File: config.mk
export PLATFORM = sky130hd
export DESIGN_NAME = vec_wb_sequencer
export DESIGN_NICKNAME = d
export VERILOG_FILES = /design/src/rtl/vec_wb_sequencer.sv
export SDC_FILE = /design/constraint.sdc
export NUM_CORES = 1
export LEC_CHECK = 0
export ABC_AREA = 1
export CAP_MARGIN = 5
export CORE_ASPECT_RATIO = 1.4
export CORE_MARGIN = 3
export CORE_UTILIZATION = 30
export CTS_CLUSTER_SIZE = 30
export DETAILED_ROUTE_END_ITERATION = 6
export SLEW_MARGIN = 20
export SYNTH_ARGS = -nofsm -noshare
export SYNTH_HDL_FRONTEND = slang
export SYNTH_SLANG_ARGS = --single-unit
File: constraint.sdc
create_clock -name clk -period 3.55 [get_ports clk]
set_clock_uncertainty 0.1 [all_clocks]
set_input_delay 0.71 -clock clk [delete_from_list [all_inputs] [get_ports clk]]
set_output_delay 0.71 -clock clk [all_outputs]
set_load 0.005 [all_outputs]
File: src/rtl/vec_wb_sequencer.sv
// Writeback sequencer: drains one multi-lane result vector into the per-lane register files,
// one lane per cycle, over a shared address/data bus. Option: VEC_WB_R0_PROTECT_EN.
module vec_wb_sequencer #(
  parameter int unsigned LANES  = 4,
  parameter int unsigned DATA_W = 16,
  parameter int unsigned ADDR_W = 4
) (
  input  logic                      clk,
  input  logic                      rst,
  input  logic                      wb_valid,
  output logic                      wb_ready,
  input  logic [ADDR_W-1:0]         wb_rd,
  input  logic [LANES-1:0]          wb_mask,
  input  logic [LANES*DATA_W-1:0]   wb_data,
  input  logic                      flush,
  output logic [LANES-1:0]          regWriteW,
  output logic [ADDR_W-1:0]         RdestW,
  output logic [DATA_W-1:0]         resultWB,
  output logic                      stopWB,
  output logic                      busy
);

  typedef enum logic [0:0] {StIdle, StDrain} state_e;

  state_e                    state_q;
  logic [LANES*DATA_W-1:0]   data_q;
  // Lanes still to be written after the one currently on the bus.
  logic [LANES-1:0]          pend_q;

  logic                      last_lane;
  logic                      accept;
  logic [LANES-1:0]          eff_mask;
  logic [LANES-1:0]          src_mask;
  logic [LANES*DATA_W-1:0]   src_data;
  logic [LANES-1:0]          pick;
  logic [DATA_W-1:0]         pick_data;

  assign last_lane = (pend_q == '0);
  assign wb_ready  = ~rst & ~flush & ((state_q == StIdle) | last_lane);
  assign accept    = wb_valid & wb_ready;
  assign stopWB    = busy & ~wb_ready;

  always_comb begin
    eff_mask = wb_mask;
`ifdef VEC_WB_R0_PROTECT_EN
    // Register 0 is hard-wired zero: a vector aimed at it is consumed without writes.
    if (wb_rd == '0) eff_mask = '0;
`endif
  end

  // Next lane comes from the incoming vector on accept, else from the remaining pending lanes.
  always_comb begin
    src_mask  = accept ? eff_mask : pend_q;
    src_data  = accept ? wb_data : data_q;
    pick      = src_mask & (~src_mask + LANES'(1));
    pick_data = '0;
    for (int i = 0; i < LANES; i++) begin
      if (pick[i]) pick_data = pick_data | src_data[i*DATA_W +: DATA_W];
    end
  end

  always_ff @(posedge clk or posedge rst) begin
    if (rst) begin
      state_q   <= StIdle;
      data_q    <= '0;
      pend_q    <= '0;
      regWriteW <= '0;
      RdestW    <= '0;
      resultWB  <= '0;
      busy      <= 1'b0;
    end else if (flush) begin
      state_q   <= StIdle;
      pend_q    <= '0;
      regWriteW <= '0;
      busy      <= 1'b0;
    end else if (state_q == StDrain && !last_lane) begin
      regWriteW <= pick;
      resultWB  <= pick_data;
      pend_q    <= pend_q & ~pick;
    end else if (accept && eff_mask != '0) begin
      state_q   <= StDrain;
      data_q    <= wb_data;
      pend_q    <= eff_mask & ~pick;
      regWriteW <= pick;
      RdestW    <= wb_rd;
      resultWB  <= pick_data;
      busy      <= 1'b1;
    end else begin
      // Drain finished (or zero-mask vector consumed): bus goes quiet.
      if (accept) data_q <= wb_data;
      state_q   <= StIdle;
      pend_q    <= '0;
      regWriteW <= '0;
      busy      <= 1'b0;
    end
  end

endmodule

Word-level counts from Yosys, hierarchy flattened
Cells that the tools add are included.
W data, S select, Z words.
Storage, ports and cells
  bits of input ports: 76
  register bits after elaboration: 93
Operators by class
  bitwise gates (word level): 18
  equality and inequality tests: 1
  mux-type cells: 18
  add/sub/neg operators: 1
  reductions and logical operators: 9
Operator list (number)
  $mux W64: 2
  $mux W16: 6
  $or A16 B16 Y16: 3
  $mux W4: 7
  $and A4 B4 Y4: 3
  $not A4 Y4: 2
  $not A1 Y1: 5
  $add A4 B1 Y4 const B: 1
  $and A1 B1 Y1: 4
  $logic_not A4 Y1: 1
  $reduce_and A2 Y1: 2
  $reduce_bool A4 Y1: 1
  $mux W1: 3
  $reduce_and A3 Y1: 1
  $logic_and A1 B1 Y1: 2
  $ne A2 B2 Y1 const B: 1
  $reduce_bool A2 Y1: 1
  $logic_not A1 Y1: 1
  $or A1 B1 Y1: 1

Longest topological paths before layout
  depth after elaboration: 17
  gate-level depth with buffers: 14

Worst setup path after synthesis
No wires, ideal clock.
  path kind: input -> register
  from: input wb_valid
  to: register resultWB[15]
  setup time: 0.125 ns
  stages on the path: 9
  slack: 1.555 ns
  required time: 3.325 ns
  arrival time: 1.770 ns
  cell sequence: buf_2 > nand3_2 > buf_6 > nand2_1 > nand2_1 > clkinv_1 > buf_4 > nand4_1 > nand3_1
Between the ends
  word-level cells in the longest chain between the ends: 14
  elaborated cells on any way between the ends: 18
Ends and longest elaborated chain
  from (decl): line 10  | input logic wb_valid,
  $and A1 B1 Y1 (*): line 40  | assign accept = wb_valid & wb_ready;
  $mux W4: line 53  | src_mask = accept ? eff_mask : pend_q;
  $not A4 Y4: line 55  | pick = src_mask & (~src_mask + LANES'(1));
  $add A4 B1 Y4: line 55
  $and A4 B4 Y4: line 55
  $mux W16: line 58  | if (pick[i]) pick_data = pick_data | src_data[i*DATA_W +: DATA_W];
  $or A16 B16 Y16: line 58
  $mux W16: line 58
  $or A16 B16 Y16: line 58
  $mux W16: line 58
  $or A16 B16 Y16: line 58
  $mux W16: line 58
  $mux W16: line 80  | end else if (accept && eff_mask != '0) begin
  $mux W16: line 76  | end else if (state_q == StDrain && !last_lane) begin
  to (signal assigned): line 78  | resultWB <= pick_data;
  to (signal assigned): line 86  | resultWB <= pick_data;
  to (decl): line 18  | output logic [DATA_W-1:0] resultWB,
Every way passes the cells marked *; elsewhere a longest branch is shown, timed or not. The select of a mux whose other input is x is not followed.
A chain may end at the register's enable or synchronous reset.

Worst setup path in the final report
  from: input rst
  to: output wb_ready
Between the ends
  word-level cells in the longest chain between the ends: 3
Ends and longest elaborated chain
  from (decl): line 9  | input logic rst,
  $not A1 Y1: line 39  | assign wb_ready = ~rst & ~flush & ((state_q == StIdle) | last_lane);
  $and A1 B1 Y1 (2 in a row): line 39
  to (decl): line 11  | output logic wb_ready,
Every way passes these cells.

==> metrics.csv <==
stage,metric,value,unit
status,outcome,completed,
logic_synthesis,Synth Warn #,0,
floorplan,die extent in y,151,um
route,Post-Route WL,11000,um
critical_path,endpoint kind of the worst setup timing path,primary output,
power,Pleak,2.95,nW
timing,PnR worst setup slack,0.517,ns
timing,tightest hold margin,0.375,ns
logic_synthesis,"share of synthesized cell area in full adder, half adder and majority cells",0,%
route,count of unresolved DRC violations after routing,0,
route,Detail Route Antenna Nets,0,
logic_synthesis,most area-hungry cell type in the Yosys netlist,sky130_fd_sc_hd__dfrtp_1,
logic_synthesis,Synth Cell Area,4500,um^2
clock_network,latest clock arrival within the worst-skew pair,0.33,ns
logic_synthesis,Post-Syn Nets,605,
floorplan,I/O pin count,103,
logic_synthesis,sequential area share after synthesis,51.7,%
logic_synthesis,"share of synthesized cell area in and, or, nand and nor gates",24.7,%
route,first-iteration detailed-routing DRC count,197,
logic_synthesis,leading post-synthesis cells by cell area,"sky130_fd_sc_hd__dfrtp_1 (52%), sky130_fd_sc_hd__nand2_1 (11%), sky130_fd_sc_hd__inv_1 (7.6%)",
min_path,HP Class,reg2reg,
final_layout,multi-input logic area,1560,um^2
route,first-pass iteration count of the detailed router,5,
logic_synthesis,most numerous cell types in the synthesized netlist,"sky130_fd_sc_hd__nand2_1 (129), sky130_fd_sc_hd__dfrtp_1 (93), sky130_fd_sc_hd__inv_1 (91)",
floorplan,die area,16500,um^2
place,count of port buffers added during placement,102,
timing,worst slew pin tran,0.552,ns
place,post-placement setup slack,0.511,ns
logic_synthesis,"Distinct cells, synth",31,
final_layout,Sequential Area,2330,um^2
final_layout,Final #Nets,696,
clock_network,maximum buffer depth of the clock tree,2,
timing,final count of pins violating max slew,0,
route,routed len/inst,13.5,um
global_routing,wire length of the first global-routing pass,18100,um
place,hpwl dp,8220,um
critical_path,maximum fanout along the worst path,10,
critical_path,required time at the worst-slack endpoint,2.74,ns
place,placed insts,798,
logic_synthesis,fraction of synthesized area in multiplexers,1.00,%
global_routing,Congestion Overflow GR,0,
floorplan,Chip Width,110,um
global_routing,initial antenna violation count,0,
final_layout,share of post-route cells with drive strength above 1,8.96,%
logic_synthesis,post-synthesis xor/xnor area fraction,0,%
clock_network,hold buffer count at cts,0,
floorplan,# rows,52,
timing,share of the cycle needed by the critical path after routing,85.4,%
final_layout,P&R area growth vs syn,29.9,%
critical_path,cell family with the largest share of critical-path delay,buffers and inverters,
clock_network,clock tree sinks,93,
critical_path,crit start category,input port,
clock_network,buffers inserted during post-CTS setup optimization,0,
critical_path,"Worst Path Class, Setup",in2out,
timing,maximum frequency from static timing analysis,0.330,GHz
power,Pwr Density,487,nW/um^2
logic_synthesis,complex-gate fraction of the synthesized area,8.81,%
critical_path,data arrival time at the worst-slack endpoint,2.22,ns
route,number of vias in the routed layout,3532,
floorplan,starting density of the core,30.9,%
job,total of max-cap violations,0,
place,placed cell areas,5590,um^2
final_layout,number of fillers in the final layout,1488,
timing,normalized max-slew margin,63.0,%
timing,final-report hold violation count,0,
logic_synthesis,proportion of register bits with asynchronous set or reset after synthesis,100,%
global_routing,number of global-route vias before repair,3598,
critical_path,CP cell instances,clkdlybuf4s50_1 -> nor2_4 -> nand2_1 -> clkinv_2 -> clkdlybuf4s50_1,
final_layout,final non-filler cell total,814,
logic_synthesis,top-area cell type share of the netlist area,51.7,%
timing,setup tns final,0,ns
logic_synthesis,most repeated cell in the gate-level netlist after synthesis,sky130_fd_sc_hd__nand2_1,
logic_synthesis,Post-Syn Area per Cell,8.51,um^2
final_layout,cell area after layout,5850,um^2
global_routing,All-Layer GR Usage,14.0,%
final_layout,count of antenna diodes in the layout,0,
clock_network,TritonCTS clock tree,yes,
route,post-detailed-route via-to-cell ratio,4.34,
critical_path,buffers and inverters on the worst path,3,
logic_synthesis,combinational family with the most area after synthesis,simple AND/OR/NAND/NOR gates,
timing,Setup Viol. Count Final,0,
critical_path,crit path max-delay cell type,sky130_fd_sc_hd__clkdlybuf4s50_1,
critical_path,peak per-stage delay on the critical path,0.51,ns
clock_network,clock-pin slew reported for the worst setup and hold paths after clock tree synthesis,0.06,ns
power,worst IR drop on VDD,0.000192,V
critical_path,slack of the worst reg-to-reg path,1.40,ns
power,total power,2.85,mW
clock_network,H-tree depth reported by CTS,3,
logic_synthesis,dominant synthesized flop cell,sky130_fd_sc_hd__dfrtp_1,
clock_network,clock buffers created by TritonCTS,9,
timing,fin crit period,3.03,ns
critical_path,cell type with the highest occurrence count on the critical path,sky130_fd_sc_hd__clkdlybuf4s50_1,
global_routing,largest net degree at the start of global routing,66,
clock_network,clk root buf,sky130_fd_sc_hd__clkbuf_16,
logic_synthesis,synthesis-stage register bit count,93,
logic_synthesis,number of flops mapped to enable cells by yosys,0,
clock_network,post_cts resized,0,
final_layout,Util after Layout,40.1,%
timing,RSZ-0062 raised after global routing,no,
place,global placement routability congestion,0.845,
floorplan,Core ar.,14600,um^2
logic_synthesis,number of cells produced by synthesis,529,
==> cell families after synthesis <==
logic type,after synthesis
AND/OR/NAND/NOR,243
multiplexers,4
other,1
AO/OA/AOI/OAI,65
flip-flops,93
buffers and inverters,123
==> per-layer routing <==
| metal | part of all wire, % | up-vias | track usage (%) |
|---|---|---|---|
| met1 | 45 | 1616 | 18.6 |
| met5 | 0 | - | 0 |
| met4 | 1.4 | 0 | 4.99 |
| li1 | - | 1833 | - |
| met2 | 50 | 74 | 23.0 |
| met3 | 3.8 | 9 | 2.26 |
==> worst reg2reg max path, cell delays in order (launching register included) <==
cell,delay [ns]
sky130_fd_sc_hd__dfrtp_1,0.38
sky130_fd_sc_hd__nor2_1,0.11
sky130_fd_sc_hd__nand2_1,0.07
sky130_fd_sc_hd__nand2_2,0.19
sky130_fd_sc_hd__nand2_1,0.10
sky130_fd_sc_hd__clkinv_2,0.09
sky130_fd_sc_hd__nand3_4,0.11
sky130_fd_sc_hd__nand2_4,0.21
sky130_fd_sc_hd__buf_4,0.39
sky130_fd_sc_hd__nand3_1,0.14
sky130_fd_sc_hd__nand2_1,0.08
sky130_fd_sc_hd__nor2_1,0.04
sky130_fd_sc_hd__nand3_1,0.06
==> power breakdown <==
group / internal [mW] / switching [mW]
clock network: 0.473 / 0.378
registers: 1.26 / 0.0748
logic: 0.323 / 0.342
total: 2.05 / 0.795
==> cells in the final DEF, fill, tap and decap left out, types with 2 or more instances in the layout <==
master	count
sky130_fd_sc_hd__buf_12	3
sky130_fd_sc_hd__buf_4	2
sky130_fd_sc_hd__clkbuf_1	3
sky130_fd_sc_hd__clkbuf_16	9
sky130_fd_sc_hd__clkdlybuf4s50_1	102
sky130_fd_sc_hd__clkinv_2	3
sky130_fd_sc_hd__clkinvlp_4	2
sky130_fd_sc_hd__dfrtp_1	93
sky130_fd_sc_hd__inv_1	90
sky130_fd_sc_hd__inv_2	3
sky130_fd_sc_hd__mux2_2	4
sky130_fd_sc_hd__nand2_1	129
sky130_fd_sc_hd__nand2_2	3
sky130_fd_sc_hd__nand2_4	2
sky130_fd_sc_hd__nand3_1	49
sky130_fd_sc_hd__nand3_4	2
sky130_fd_sc_hd__nand4_1	20
sky130_fd_sc_hd__nor2_1	31
sky130_fd_sc_hd__o21ai_0	12
sky130_fd_sc_hd__o21ai_1	34
sky130_fd_sc_hd__o21ai_2	16
==> worst paths after layout <==
path | from | endpoint | cells after the start
worst max-delay path | rst | wb_ready | 5
worst min-delay path | data_q[56]$_DFFE_PP0P_ | data_q[56]$_DFFE_PP0P_ | 2
worst max register to register | pend_q[0]$_DFF_PP0_ | resultWB[15]$_DFFE_PP0P_ | 12
worst min register to register | data_q[56]$_DFFE_PP0P_ | data_q[56]$_DFFE_PP0P_ | 2
max in group asynchronous | rst | data_q[20]$_DFFE_PP0P_ | 3
min in group asynchronous | rst | RdestW[2]$_DFFE_PP0P_ | 2
==> state kept, by name, summed over array words and instances (netlist names) <==
register   cells
RdestW         4
data_q        64
pend_q         4
regWriteW      4
resultWB      16
state_q        1
==> final cells by class <==
type / count / area share (%)
sequential: 93 / 39.8
clock inverter: 4 / 0.428
timing repair buffer: 107 / 18.7
tap: 189 / 4.04
clock buffer: 12 / 4.04
inverter: 96 / 6.22
multi-input combinational: 313 / 26.7
Power figures use the tool's default switching activity.
==> edit: new RTL, same flow settings <==
Add a define of `VEC_WB_R0_PROTECT_EN`.
--- a/src/rtl/vec_wb_sequencer.sv
+++ b/src/rtl/vec_wb_sequencer.sv
@@ -2,2 +2,4 @@
 // one lane per cycle, over a shared address/data bus. Option: VEC_WB_R0_PROTECT_EN.
+`define VEC_WB_R0_PROTECT_EN
+
 module vec_wb_sequencer #(
Behaviour: not the same (Yosys sat finds a counterexample within 4 cycles, from zero or initial values and one cycle with rst high).
==> edit against the original RTL <==
  * Worst setup slack gained 27 ps
  * Total power increased by 10%
  * Global-route usage up 1.3 points
  * Combinational power grew 3%
  * Critical path type is now input pin to flip-flop
  * Sequential cell count unchanged
  * Largest power group unchanged
  * Non-clock buffer count increased by 2
  * Critical path depth is 6 higher
  * Synthesized area up 0.56%
  * Wire length up 8.4%
  * Final area up 3.1%
==> edit: results (changes against the original RTL) <==
| Metric | Value |
|---|---|
| Signal inverters | 86 (-10%) |
| Reported combinational group power | 0.000685 W (+3%) |
| Wire length of the first global-routing pass | 19760 um (+9.5%) |
| Total power | 0.003138 W (+10%) |
| Clk cell area share | 5.790% (+1.3 points) |
| Worst vdd rail ir drop | 0.0002631 V (+37%) |
| Drt initial violations | 201 (+2.0%) |
| Headroom to the max-slew limit | 49.44% (-14 points) |
| Largest registers | data_q (63), resultWB (16) |
| Hold Startpoint | data_q[42] |
| Share of the synthesized area in the top cell type | 51.40% (-0.29 points) |
| Psw | 0.0008311 W (+4.6%) |
| Share of synthesized area occupied by flip-flops and latches | 51.40% (-0.29 points) |
| Comb_multi_in | 374 (+19%) |
| Maximum achievable frequency | 332.7 MHz (+0.90%) |
| Static leakage | 3.123 nW (+5.8%) |
| Vias in the first global route | 3991 (+11%) |
| Portion of total power attributed to sequential cells | 42.9% (-3.9 points) |
| Layout cells sized above 1 | 6.785% (-2.2 points) |
| Post-DP HPWL | 9037 um (+9.9%) |
| Iteration count of the initial detailed-routing pass | 4 (-1) |
| Outcome | finished clean |
| Mean area per synthesized cell | 7.780 um2 (-8.6%) |
| Worst R2R Setup Slack | 830 ps (-570 ps) |
| Overall routed net length | 11880 um (+8.4%) |
| Top fanout value on the critical path | 36 (+26) |
| Final design instance area without fill | 6030 um2 (+3.1%) |
| Count of buffers not belonging to the clock network in the layout | 109 (+1.9%) |
| Hold Crit Endpoint | data_q[42] |
| Most common library cells after synthesis | nand2_1, dfrtp_1, inv_1 |
| GPL Wtd Cong | 0.8138 (-3.7%) |
| Number of nets in the layout | 749 (+7.6%) |
[edit: changes by cell type after synthesis, moves of 4 or more]
cell,change
o21ai_1,-34
buf_4,-4
o21ai_0,-10
clkbuf_1,+10
buf_2,+7
inv_1,-7
o21ai_2,-14
o21a_1,+13
nor2_1,+6
nand2_1,+85
buf_6,-10
a21oi_1,+17
[edit: layer usage]
layer,track usage (%),part of all wire [%],up-vias,routed length [um]
met5,0,0,-,0
met3,2.473,3.8,13,456
li1,-,-,1962,-
met4,5.303,1.9,0,225
met2,25.79,50,91,5892
met1,19.73,45,1754,5304
[edit: worst max-delay path: stages]
cell             delay (ps)
clkdlybuf4s50_1         500
nor2_4                  270
nand3_4                 290
inv_4                   150
buf_4                   340
nand2_1                 120
nand2_2                 120
nand2_2                  90
nor2_4                  350
nand3_1                 130
nand3_1                 110
